`config.mk`:
```
export PLATFORM = sky130hd
export DESIGN_NAME = mem_arbiter_flat
export DESIGN_NICKNAME = d
export VERILOG_FILES = /design/src/rtl/mem_arb_pkg.sv /design/src/rtl/mem_arbiter_if.sv /design/src/rtl/mem_arbiter.sv /design/src/flat_wrapper.sv
export SDC_FILE = /design/constraint.sdc
export NUM_CORES = 1
export LEC_CHECK = 0
export CAP_MARGIN = 20
export CORE_AREA = 10 10 286 288
export CTS_BUF_LIST = sky130_fd_sc_hd__clkbuf_8
export DETAILED_ROUTE_END_ITERATION = 10
export DIE_AREA = 0 0 296 298
export PLACE_DENSITY_LB_ADDON = 0.08
export SETUP_SLACK_MARGIN = 0.15
export SYNTH_ARGS = -nofsm -noshare
export SYNTH_HDL_FRONTEND = slang
export SYNTH_SLANG_ARGS = --single-unit
export TNS_END_PERCENT = 10
```
`constraint.sdc`:
```
create_clock -name clk -period 5.2 [get_ports clk]
set_clock_uncertainty 0.15 [all_clocks]
set_input_delay 1.04 -clock clk [delete_from_list [all_inputs] [get_ports clk]]
set_output_delay 1.04 -clock clk [all_outputs]
set_load 0.005 [all_outputs]
```
`src/rtl/mem_arb_pkg.sv`:
```
// Shared types, default widths and grant selection for the main-memory arbiter.
// Latency: none; this file holds declarations and one pure function.
// Backpressure: not applicable; pick_grant is evaluated only when a request is pending.
package mem_arb_pkg;

  localparam int ADDR_W_DEF = 32;
  localparam int LINE_W_DEF = 128;

  typedef enum logic [1:0] {
    IDLE   = 2'd0,
    BUSY_I = 2'd1,
    BUSY_D = 2'd2,
    RESP   = 2'd3
  } arb_state_t;

  typedef enum logic {
    GNT_I = 1'b0,
    GNT_D = 1'b1
  } grant_t;

  // A lone requester always wins. On contention, round-robin hands the port to
  // whoever did not win last time; otherwise the D-cache wins.
  function automatic grant_t pick_grant(input logic ic_req, input logic dc_req,
                                        input grant_t last_grant, input logic rr);
    grant_t g;
    g = GNT_D;
    if (ic_req && dc_req) begin
      g = (rr && (last_grant == GNT_D)) ? GNT_I : GNT_D;
    end else if (ic_req) begin
      g = GNT_I;
    end
    return g;
  endfunction

endpackage

```
`src/rtl/mem_arbiter_if.sv`:
```
// Bundles the I-cache, D-cache and main-memory handshakes of the arbiter.
// Latency: none; wires only.
// Backpressure: requests are levels held until the matching one-cycle ack.
interface mem_arbiter_if
  import mem_arb_pkg::*;
#(
  parameter int ADDR_W = ADDR_W_DEF,
  parameter int LINE_W = LINE_W_DEF
) ();

  logic              ic_req;
  logic [ADDR_W-1:0] ic_addr;
  logic              ic_ack;
  logic [LINE_W-1:0] ic_rdata;

  logic              dc_req;
  logic              dc_we;
  logic [ADDR_W-1:0] dc_addr;
  logic [LINE_W-1:0] dc_wdata;
  logic              dc_ack;
  logic [LINE_W-1:0] dc_rdata;

  logic              mem_req;
  logic              mem_we;
  logic [ADDR_W-1:0] mem_addr;
  logic [LINE_W-1:0] mem_wdata;
  logic              mem_ack;
  logic [LINE_W-1:0] mem_rdata;

  // Arbiter view: takes cache requests and memory completions, drives the rest.
  modport master (
    input  ic_req, ic_addr, dc_req, dc_we, dc_addr, dc_wdata, mem_ack, mem_rdata,
    output ic_ack, ic_rdata, dc_ack, dc_rdata, mem_req, mem_we, mem_addr, mem_wdata
  );

  // Environment view: the two caches plus the memory controller.
  modport slave (
    output ic_req, ic_addr, dc_req, dc_we, dc_addr, dc_wdata, mem_ack, mem_rdata,
    input  ic_ack, ic_rdata, dc_ack, dc_rdata, mem_req, mem_we, mem_addr, mem_wdata
  );

endinterface

```
`src/rtl/mem_arbiter.sv`:
```
// Serialises I-cache refills and D-cache refills/writebacks onto one memory port (MEM_ARB_RR_EN selects round-robin).
// Latency: mem_req 1 cycle after req; port ack 1 cycle after mem_ack; back in IDLE the cycle after that.
// Backpressure: one line in flight; losers wait as held requests, memory stalls by delaying mem_ack.
module mem_arbiter
  import mem_arb_pkg::*;
#(
  parameter int ADDR_W = ADDR_W_DEF,
  parameter int LINE_W = LINE_W_DEF
) (
  input  logic          clk,
  input  logic          rst,
  mem_arbiter_if.master bus,
  output logic          busy
);

  localparam logic [1:0] S_IDLE   = IDLE;
  localparam logic [1:0] S_BUSY_I = BUSY_I;
  localparam logic [1:0] S_BUSY_D = BUSY_D;
  localparam logic [1:0] S_RESP   = RESP;

`ifdef MEM_ARB_RR_EN
  localparam logic RR = 1'b1;
`else
  localparam logic RR = 1'b0;
`endif

  logic [1:0]        state;
  grant_t            last_grant;
  grant_t            gnt;
  logic              ic_ack_q;
  logic              dc_ack_q;
  logic [LINE_W-1:0] ic_rdata_q;
  logic [LINE_W-1:0] dc_rdata_q;
  logic              mem_req_q;
  logic              mem_we_q;
  logic [ADDR_W-1:0] mem_addr_q;
  logic [LINE_W-1:0] mem_wdata_q;

  // Candidate winner for the next IDLE grant.
  always_comb begin
    gnt = pick_grant(bus.ic_req, bus.dc_req, last_grant, RR);
  end

  // Transfer FSM; every output is a flop updated here.
  always_ff @(posedge clk) begin
    if (!rst) begin
      state       <= S_IDLE;
      last_grant  <= GNT_D;
      ic_ack_q    <= 1'b0;
      dc_ack_q    <= 1'b0;
      ic_rdata_q  <= '0;
      dc_rdata_q  <= '0;
      mem_req_q   <= 1'b0;
      mem_we_q    <= 1'b0;
      mem_addr_q  <= '0;
      mem_wdata_q <= '0;
    end else begin
      case (state)
        S_IDLE: begin
          if (bus.ic_req || bus.dc_req) begin
            mem_req_q  <= 1'b1;
            last_grant <= gnt;
            if (gnt == GNT_D) begin
              state       <= S_BUSY_D;
              mem_we_q    <= bus.dc_we;
              mem_addr_q  <= bus.dc_addr;
              mem_wdata_q <= bus.dc_wdata;
            end else begin
              state       <= S_BUSY_I;
              mem_we_q    <= 1'b0;
              mem_addr_q  <= bus.ic_addr;
              mem_wdata_q <= '0;
            end
          end
        end
        S_BUSY_I: begin
          if (bus.mem_ack) begin
            mem_req_q  <= 1'b0;
            mem_we_q   <= 1'b0;
            ic_ack_q   <= 1'b1;
            ic_rdata_q <= bus.mem_rdata;
            state      <= S_RESP;
          end
        end
        S_BUSY_D: begin
          if (bus.mem_ack) begin
            mem_req_q <= 1'b0;
            mem_we_q  <= 1'b0;
            dc_ack_q  <= 1'b1;
            // Writebacks leave the last refill line visible to the D-cache.
            if (!mem_we_q) begin
              dc_rdata_q <= bus.mem_rdata;
            end
            state <= S_RESP;
          end
        end
        default: begin
          // One dead cycle lets the served cache drop its request before re-arbitration.
          ic_ack_q <= 1'b0;
          dc_ack_q <= 1'b0;
          state    <= S_IDLE;
        end
      endcase
    end
  end

  assign bus.ic_ack    = ic_ack_q;
  assign bus.ic_rdata  = ic_rdata_q;
  assign bus.dc_ack    = dc_ack_q;
  assign bus.dc_rdata  = dc_rdata_q;
  assign bus.mem_req   = mem_req_q;
  assign bus.mem_we    = mem_we_q;
  assign bus.mem_addr  = mem_addr_q;
  assign bus.mem_wdata = mem_wdata_q;
  assign busy          = (state != S_IDLE);

endmodule

```
`src/flat_wrapper.sv`:
```
// flat-port wrapper written by rule: the top's interface ports become plain ports
module mem_arbiter_flat import mem_arb_pkg::*;
#(
  parameter int ADDR_W = ADDR_W_DEF,
  parameter int LINE_W = LINE_W_DEF
)
  (clk, rst, busy, bus_ic_req, bus_ic_addr, bus_dc_req, bus_dc_we, bus_dc_addr, bus_dc_wdata, bus_mem_ack, bus_mem_rdata, bus_ic_ack, bus_ic_rdata, bus_dc_ack, bus_dc_rdata, bus_mem_req, bus_mem_we, bus_mem_addr, bus_mem_wdata);
  mem_arbiter_if #(.ADDR_W(ADDR_W), .LINE_W(LINE_W)) bus_i ();
  input  logic clk;
  input  logic rst;
  output logic busy;
  input wire logic [$bits(bus_i.ic_req)-1:0] bus_ic_req;
  input wire logic [$bits(bus_i.ic_addr)-1:0] bus_ic_addr;
  input wire logic [$bits(bus_i.dc_req)-1:0] bus_dc_req;
  input wire logic [$bits(bus_i.dc_we)-1:0] bus_dc_we;
  input wire logic [$bits(bus_i.dc_addr)-1:0] bus_dc_addr;
  input wire logic [$bits(bus_i.dc_wdata)-1:0] bus_dc_wdata;
  input wire logic [$bits(bus_i.mem_ack)-1:0] bus_mem_ack;
  input wire logic [$bits(bus_i.mem_rdata)-1:0] bus_mem_rdata;
  output wire logic [$bits(bus_i.ic_ack)-1:0] bus_ic_ack;
  output wire logic [$bits(bus_i.ic_rdata)-1:0] bus_ic_rdata;
  output wire logic [$bits(bus_i.dc_ack)-1:0] bus_dc_ack;
  output wire logic [$bits(bus_i.dc_rdata)-1:0] bus_dc_rdata;
  output wire logic [$bits(bus_i.mem_req)-1:0] bus_mem_req;
  output wire logic [$bits(bus_i.mem_we)-1:0] bus_mem_we;
  output wire logic [$bits(bus_i.mem_addr)-1:0] bus_mem_addr;
  output wire logic [$bits(bus_i.mem_wdata)-1:0] bus_mem_wdata;
  assign bus_i.ic_req = bus_ic_req;
  assign bus_i.ic_addr = bus_ic_addr;
  assign bus_i.dc_req = bus_dc_req;
  assign bus_i.dc_we = bus_dc_we;
  assign bus_i.dc_addr = bus_dc_addr;
  assign bus_i.dc_wdata = bus_dc_wdata;
  assign bus_i.mem_ack = bus_mem_ack;
  assign bus_i.mem_rdata = bus_mem_rdata;
  assign bus_ic_ack = bus_i.ic_ack;
  assign bus_ic_rdata = bus_i.ic_rdata;
  assign bus_dc_ack = bus_i.dc_ack;
  assign bus_dc_rdata = bus_i.dc_rdata;
  assign bus_mem_req = bus_i.mem_req;
  assign bus_mem_we = bus_i.mem_we;
  assign bus_mem_addr = bus_i.mem_addr;
  assign bus_mem_wdata = bus_i.mem_wdata;
  mem_arbiter #(.ADDR_W(ADDR_W), .LINE_W(LINE_W)) u_core (.clk(clk), .rst(rst), .bus(bus_i), .busy(busy));
endmodule
```
==> reports/metrics.yaml, run 1 <==
status:
  status: "completed"
global_routing:
  grt_pass1_wl_um: 107300
  grt_usage_pct: 16.33
  grt_antenna_before_repair: 14
  overflow: 0
  first_global_vias: 15290
  grt_max_degree: 144
yosys:
  synth_common_cells: "517 x nand2_1, 422 x dfxtp_1, 291 x a21oi_1"
  synth-main-ff-cell: "dfxtp_1"
  syn_area_sq_mm: 0.01486
  synth_nets: 2059
  netlist.area_leader.share_pct: 56.84
  synth_cell_type_count: 27
  synthTopCellsByArea: "dfxtp_1 57%, nand2_1 13%, a21oi_1 9.8%"
  synth.most_common_cell: "nand2_1"
  synth-edff-count: 0
  ys_seq_elements: 422
  async_reset_ff_share_pct: 0
  syn_inst: 1727
  yosysWarnings: 0
  postSynthAreaPerCell_sq_um: 8.606
  synth_top_cell_by_area: "dfxtp_1"
  ys_seq_area_share_pct: 56.84
timing:
  finalMaxSlewViolations: 0
  setup_violations: 0
  whs_ns: 0.3013
  fmax_mhz: 299.8
  setup_tns_ns: 0
  fin_ws_ns: 1.865
  fin_crit_sh_pct: 64.14
  tightest_slew_ns: 1.003
  min_period_ns: 3.335
  relSlewSlack_pct: 32.90
  rsz0062_at_grt: "false"
  finalHoldViolCount: 0
clocking:
  cts.sinks: 422
  cts_hold_buf: 0
  clk_pin_slew_ns: 0.06
  clock_path_buffers: 3
  cts_setup_buffers: 0
  cts_tree: "built"
  clk_latency_ns: 0.63
  cts_resized: 0
  cts-root-buf: "clkbuf_8"
  h-tree-depth: 3
  cts_buffers: 84
route:
  ant_nets: 0
  vias_per_cell: 4.248
  drc: 0
  totalWireLength_um: 75640
  vias: 14760
  first_pass_iters: 5
  drt_first_iter_violations: 582
  post_drt_wl_per_cell_um: 21.77
layout:
  layout-drive-gt1-share_pct: 5.141
  final_area_sq_mm: 0.02457
  fin_util_pct: 32.46
  nets: 2769
  syn_to_final_growth_pct: 65.32
power_and_ir_drop:
  p_per_area_mw_per_mm2: 416.2
  p_leak_uw: 0.008666
  irDropWorstVdd_uv: 197.0
floorplan:
  core.rowCount: 101
  die_w_um: 296
  initial_core_util_pct: 19.63
  die_y_um: 298
  core_sq_mm: 0.07570
  io_pins: 747
  dieArea_sq_mm: 0.08821
worst_hold_path:
  hold_class: "flip-flop to flip-flop"
setup_path:
  worstSetupEndpointType: "output pin"
  arrival_ns: 2.15
  worstPathMaxFanout: 7
  cp.required_ns: 4.01
  path_class: "flip-flop to output pin"
  setup.worst_path.start_class: "flip-flop"
placed_design:
  dp_hpwl_um: 54840
  dp_slack_ns: 1.783
  post_dp_cell_area_sq_mm: 0.02305
  port_buffers: 746
  gp_congestion: 0.7736
job:
  drv_cap: 0
-- cell usage in the layout (no fill, tap or decap), types with 2 or more instances in the layout --
cell	count
a22oi_1	128
dfxtp_1	422
and2_4	2
nor2b_1	4
inv_6	2
clkinv_2	3
mux2i_1	36
ha_1	6
inv_1	40
diode_2	6
clkdlybuf4s50_1	746
buf_4	8
nor3_1	2
nand2_1	516
clkbuf_8	94
buf_12	11
a21oi_1	291
o21ai_0	34
nor2_1	130
inv_8	3
-- metal layers --
layer / up-vias / wire length, um / GRT usage [%] / share of wire, %
met2: 537 / 37560 / 28.52 / 50
met3: 120 / 8164 / 7.609 / 11
met4: 16 / 2410 / 6.707 / 3.2
met5: - / 115 / 0 / 0.15
met1: 6900 / 27390 / 16.54 / 36
li1: 7185 / - / - / -
-- area by class of cell --
cell class	instances	area [sq um]
clock inverter	45	210.2
multi-input combinational	1160	5609
sequential	422	8448
inverter	4	22.52
tap	978	1224
timing repair buffer	765	7747
fill	7959	51130
antenna	6	15.01
clock buffer	94	1294
-- state kept, by name (all words and copies together) (netlist names) --
register	flops
u_core.bus.dc_ack	1
u_core.bus.mem_addr	32
u_core.bus.ic_ack	1
u_core.bus.mem_we	1
u_core.bus.ic_rdata	128
u_core.state	2
u_core.bus.dc_rdata	128
u_core.bus.mem_req	1
u_core.bus.mem_wdata	128
-- final timing paths --
kind,start,end,slack [ns],cells after the start
hold reg to reg,u_core.bus.dc_rdata[119],u_core.bus.dc_rdata[119],0.30,2
hold / removal,u_core.bus.dc_rdata[119],u_core.bus.dc_rdata[119],0.30,2
setup / recovery,u_core.state[0],busy,1.86,4
setup reg to reg,u_core.state[0],u_core.bus.dc_rdata[70],2.72,6
-- stage by stage --
step,power (uW),instances
after floorplan,5340,1727
after global placement,7206,3328
after detailed placement,7219,3329
after CTS,10480,3468
after global routing,10880,3473
final,10230,3474
-- logic make-up after synthesis --
group                      count (synthesis)  synth area share (%)
buffers and inverters                    145                 5.649
and+or+nand+nor                          661                 16.98
muxes                                     36                 2.425
DFF                                      422                 56.84
adders and majority gates                  6                0.5051
AOI/OAI and AO/OA                        457                 17.60
-- where the power goes --
| part | switching, uW | internal (uW) | total (uW) |
|---|---|---|---|
| combinational | 1520 | 1520 | 3050 |
| sequential | 278 | 3760 | 4040 |
| clock | 1500 | 1640 | 3140 |
-- worst max-delay path, stage by stage (launching register included) --
cell	delay, ns
dfxtp_1	0.41
inv_1	0.11
ha_1	0.36
inv_1	0.11
clkdlybuf4s50_1	0.52
Power figures use the tool's default switching activity.
==> run 2: changes to the inputs <==
Clock period 5.2 ns to 2.77 ns, I/O delays scaled along.
==> run 2 against run 1 <==
Net effect:
- worst hold slack hardly changed
- final cell count is 0.92% higher
- clock power is 100% higher
- core utilization is 0.78 points higher
- final area is 2.4% higher
- non-clock buffer count is 28 higher
==> reports/metrics.yaml, run 2 (same netlist as run 1, synthesis figures left out) <==
floorplan:
  core.rowCount: 101  # unchanged
  initial_core_util_pct: 19.63  # unchanged
  dieArea_sq_mm: 0.08821  # unchanged
  die_y_um: 298  # unchanged
  die_w_um: 296  # unchanged
  io_pins: 747  # unchanged
  core_sq_mm: 0.07570  # unchanged
timing:
  setup_violations: 0  # unchanged
  whs_ns: 0.3014  # +0.0001140 ns
  rsz0062_at_grt: "false"
  min_period_ns: 2.456
  finalMaxSlewViolations: 0  # unchanged
  relSlewSlack_pct: 61.98  # +29 points
  setup_tns_ns: 0  # unchanged
  tightest_slew_ns: 0.5681  # -0.4346 ns
  finalHoldViolCount: 0  # unchanged
  fmax_mhz: 407.1
  fin_crit_sh_pct: 88.68
setup_path:
  arrival_ns: 1.75  # -0.40 ns
  setup.worst_path.start_class: "flip-flop"
  cp-startpoint: "u_core.state[1]"
  critical_path_buf_inv_count: 3  # unchanged
  cp.required_ns: 2.07  # -1.94 ns
  path_class: "flip-flop to output pin"
  slowest_delay_ns: 0.34  # -0.18 ns
  reg2reg_from: "u_core.state[0]"
  path_common_cell: "inv_1"
  crit_chain: "inv_1, ha_2, inv_1, dlygate4sd2_1"
  worst_path_dominant_cell_family: "buffers and inverters"
  worstPathMaxFanout: 7  # unchanged
  worstSetupEndpointType: "output pin"
  critPathSlowestCell: "dfxtp_1"
route:
  vias: 14960  # +1.3%
  post_drt_wl_per_cell_um: 21.68  # -0.44%
  ant_nets: 0  # unchanged
  drc: 0  # unchanged
  vias_per_cell: 4.266  # +0.41%
  first_pass_iters: 5  # unchanged
  totalWireLength_um: 76000  # +0.48%
  drt_first_iter_violations: 580  # -0.34%
layout:
  final_common_cell: "clkdlybuf4s50_1"
  fillCellCount: 7991  # +0.40%
  seq_area_sq_mm: 0.008449  # about the same
  multi_input_area_sq_mm: 0.005612  # about the same
  syn_to_final_growth_pct: 69.30
  final_cell_mix: "745 x clkdlybuf4s50_1, 516 x nand2_1, 421 x dfxtp_1"
  final_area_sq_mm: 0.02516  # +2.4%
  layoutNonFillerInstCount: 3506  # +0.92%
  layout-drive-gt1-share_pct: 6.648  # +1.5 points
  nets: 2797  # +1.0%
clocking:
  cts_tree: "built"
  cts_buffers: 84  # unchanged
  cts.sinks: 422  # unchanged
  cts_hold_buf: 0  # unchanged
  clk_pin_slew_ns: 0.05  # about the same
  cts_setup_buffers: 0  # unchanged
  h-tree-depth: 3  # unchanged
  clock_path_buffers: 3  # unchanged
  cts-root-buf: "clkbuf_8"
  clk_latency_ns: 0.64  # about the same
global_routing:
  grt_usage_pct: 16.32  # about the same
  grt_antenna_before_repair: 15  # +1
  grt_max_degree: 81  # -44%
  first_global_vias: 15300  # +0.046%
  overflow: 0  # unchanged
  grt_pass1_wl_um: 107200  # about the same
power_and_ir_drop:
  p_leak_uw: 0.008970  # +3.5%
  p_per_area_mw_per_mm2: 792.2  # +90%
  irDropWorstVdd_uv: 356.1  # +81%
worst_hold_path:
  worstHoldStart: "u_core.bus.dc_rdata[125]"
  hold_class: "flip-flop to flip-flop"
placed_design:
  post_dp_cell_area_sq_mm: 0.02349  # +1.9%
  dp_hpwl_um: 56570  # +3.2%
  gp_congestion: 0.7554  # -2.4%
  dp_cells: 3357  # +0.84%
  port_buffers: 746  # unchanged
status:
  status: "completed"
job:
  drv_cap: 0  # unchanged
-- run 2: cell type report --
type	count	share of cell area, %
diodes	1	0.009945
clock buffers	102	5.579
clock inverters	46	1.059
inverters	4	0.08951
multi-input cells	1160	22.30
flip-flops and latches	422	33.58
well taps	978	4.863
repair buffers	793	32.52
-- run 2: per-layer routing --
metal	vias to the layer above	track usage [%]	part of all wire (%)
met5	-	0	0.23
met4	28	5.015	2.4
met3	123	7.668	11
met2	550	28.91	50
met1	7006	16.80	37
li1	7248	-	-
-- run 2: what timing repair did --
item                       in CTS  in global routing
setup endpoints to repair       1                  1
resized for setup               2                  1
pin swaps                       0                  0
-- run 2: per-stage QoR --
step / setup slack [ns] / util, % / power (uW)
2_1_floorplan: 1.089 / - / 10020
3_3_place_gp: 0.3308 / 31.03 / 13790
3_5_place_dp: 0.2814 / 31.03 / 13810
4_1_cts: 0.1776 / 33.24 / 20430
5_1_grt: 0.1725 / 33.24 / 21170
6_report: 0.3136 / 33.24 / 19930
-- run 2: path summary, 6_finish.rpt --
kind,endpoint,slack [ns],cells after the start
worst min-delay path,u_core.bus.dc_rdata[125],0.30,2
worst max-delay path,busy,0.31,4
worst min register to register,u_core.bus.dc_rdata[125],0.30,2
worst max register to register,u_core.bus.dc_rdata[93],0.84,6
-- run 2: worst register-to-register path, cell delays in order, from the launching register on --
cell and delay, ns:
dfxtp_2 0.36, inv_1 0.08, ha_1 0.26, nand3b_1 0.25, buf_12 0.38, nand2_1 0.20
a21oi_1 0.16
-- run 2: power by group --
part	internal, uW	switching [uW]	total [uW]
registers	7050	526	7580
clock network	3510	2870	6380
logic	3070	2900	5970
==> run 3: changes to the inputs <==
Clock period 2.77 ns to 3 ns, I/O delays scaled along.
==> run 3 against run 2 <==
Net effect:
- register-to-register slack gained 0.24 ns
- largest power group unchanged
- largest cell class unchanged
- sequential cell count is the same
- global-route usage grew 0.066 points
- combinational power shrank 6.5%
- final cell count grew 0.31%
- first-iteration DRC count grew 4.1%
- die area is the same
- core utilization grew 0.068 points
- sequential power shrank 7.7%
- worst hold slack lost 0.00069 ns
- sequential share of layout area shrank 0.068 points
==> reports/metrics.yaml, run 3 (same netlist as run 1, synthesis figures left out) <==
status:
  status: "completed"
timing:
  finalMaxSlewViolations: 0  # unchanged
  fin_crit_sh_pct: 83.53
  min_period_ns: 2.506
  setup_tns_ns: 0  # unchanged
  finalHoldViolCount: 0  # unchanged
  tightest_slew_ns: 0.5831  # +0.01493 ns
  setup_violations: 0  # unchanged
  relSlewSlack_pct: 60.98  # -1.0 points
  fmax_mhz: 399.1
  rsz0062_at_grt: "false"
  whs_ns: 0.3007  # -0.0006910 ns
route:
  vias: 14870  # -0.57%
  ant_nets: 0  # unchanged
  totalWireLength_um: 75770  # -0.30%
  drt_first_iter_violations: 604  # +4.1%
  post_drt_wl_per_cell_um: 21.54  # -0.62%
  drc: 0  # unchanged
  vias_per_cell: 4.228  # -0.88%
  first_pass_iters: 5  # unchanged
layout:
  fillCellCount: 7867  # -1.6%
  final_common_cell: "clkdlybuf4s50_1"
  final_cell_mix: "745 x clkdlybuf4s50_1, 516 x nand2_1, 421 x dfxtp_1"
  fin_util_pct: 33.31  # +0.068 points
  layout-drive-gt1-share_pct: 7.185  # +0.54 points
  nets: 2806  # +0.32%
  syn_to_final_growth_pct: 69.65
setup_path:
  cp.required_ns: 2.25  # +0.18 ns
  cp-startpoint: "u_core.state[1]"
  worstPathMaxFanout: 7  # unchanged
  worstSetupEndpointType: "output pin"
  setup.worst_path.start_class: "flip-flop"
  arrival_ns: 1.76  # about the same
  worst_path_dominant_cell_family: "buffers and inverters"
  critical_path_buf_inv_count: 3  # unchanged
  reg2reg_from: "u_core.state[1]"
  critPathSlowestCell: "dfxtp_1"
  rr_worst_depth: 6  # unchanged
  slowest_delay_ns: 0.34  # about the same
  crit_chain: "inv_1, ha_2, inv_1, dlygate4sd2_1"
  path_common_cell: "inv_1"
  path_class: "flip-flop to output pin"
  r2r_slack_ns: 1.08  # +0.24 ns
  r2r-end: "u_core.bus.ic_rdata[32]"
global_routing:
  overflow: 0  # unchanged
  grt_usage_pct: 16.39  # +0.066 points
  grt_max_degree: 65  # -20%
  first_global_vias: 15490  # +1.2%
  grt_antenna_before_repair: 11  # -4
  grt_pass1_wl_um: 108000  # +0.72%
placed_design:
  port_buffers: 746  # unchanged
  dp_hpwl_um: 57330  # +1.3%
  gp_congestion: 0.7608  # +0.71%
power_and_ir_drop:
  p_leak_uw: 0.008964  # about the same
  p_per_area_mw_per_mm2: 726.3  # -8.3%
  irDropWorstVdd_uv: 321.5  # -9.7%
worst_hold_path:
  hold_depth: 2  # unchanged
  holdPathEnd: "u_core.bus.ic_rdata[45]"
  worstHoldStart: "u_core.bus.ic_rdata[45]"
  hold_class: "flip-flop to flip-flop"
floorplan:
  initial_core_util_pct: 19.63  # unchanged
  dieArea_sq_mm: 0.08821  # unchanged
  io_pins: 747  # unchanged
  core.rowCount: 101  # unchanged
  core_sq_mm: 0.07570  # unchanged
  die_w_um: 296  # unchanged
  die_y_um: 298  # unchanged
job:
  drv_cap: 0  # unchanged
clocking:
  cts-root-buf: "clkbuf_8"
  cts_hold_buf: 0  # unchanged
  cts.sinks: 422  # unchanged
  clk_pin_slew_ns: 0.06  # about the same
  clk_latency_ns: 0.64  # about the same
  h-tree-depth: 3  # unchanged
  clock_path_buffers: 3  # unchanged
  cts_tree: "built"
  cts_buffers: 83  # -1.2%
run 3: changes by cell type in the layout (fill, tap and decap cells not counted):
cell,before,now
buf_4,18,26
inv_1,39,31
clkinv_2,3,8
diode_2,1,6
buf_12,29,31
bufinv_16,2,0
clkinvlp_4,0,2
clkbuf_8,102,101
inv_6,2,1
inv_8,3,4
run 3: report_power, final:
part	total (uW)	internal [uW]	switching [uW]	leakage [uW]
sequential	7000	6510	490	0.00344
clock	5730	3050	2670	0.000937
combinational	5580	2890	2690	0.00459
run 3: final cells by class:
| class | count | area [sq um] | area share [%] |
|---|---|---|---|
| tap | 978 | 1224 | 4.853 |
| clock buffer | 101 | 1390 | 5.513 |
| timing repair buffer | 803 | 8282 | 32.85 |
| clock inverter | 43 | 219.0 | 0.8684 |
| antenna | 6 | 15.01 | 0.05955 |
| multi-input combinational | 1160 | 5612 | 22.26 |
| inverter | 4 | 22.52 | 0.08933 |
| sequential | 422 | 8449 | 33.51 |
run 3: timing repair:
item,in CTS,in global routing
setup endpoints to repair,1,0
setup buffers,0,0
resized for setup,3,0
run 3: how the worst max path moves through the flow:
| stage | slack (ns) | depth (start not counted) | to |
|---|---|---|---|
| floorplan | 1.32 | 5 | u_core.bus.mem_req |
| global placement | 0.53 | 5 | u_core.bus.dc_rdata[94] |
| detailed placement | 0.44 | 5 | u_core.bus.dc_rdata[63] |
| CTS | 0.38 | 4 | busy |
| global route | 0.35 | 4 | busy |
| finish | 0.49 | 4 | busy |
run 3: worst min-delay path, stage by stage (launching register included):
cell and delay, ns:
dfxtp_1 0.30, nand2_1 0.05, a21oi_1 0.05
run 3: metrics by stage:
| stage | instances | total power, uW | cell area (sq um) | setup slack [ns] |
|---|---|---|---|---|
| after floorplan | 1727 | 9255 | 14860 | 1.319 |
| after global routing | 3515 | 19440 | 25210 | 0.3504 |
| after CTS | 3511 | 18770 | 25200 | 0.3795 |
| final | 3517 | 18310 | 25210 | 0.4942 |
| after global placement | 3367 | 12800 | 23590 | 0.5271 |
| after detailed placement | 3367 | 12820 | 23590 | 0.4402 |
run 3: layer usage:
metal	GRT usage (%)	routed length [um]	vias to the layer above
met3	7.438	7968	104
li1	-	-	7281
met5	0	98	-
met4	5.783	1924	14
met1	17.20	28120	6949
met2	28.47	37660	522
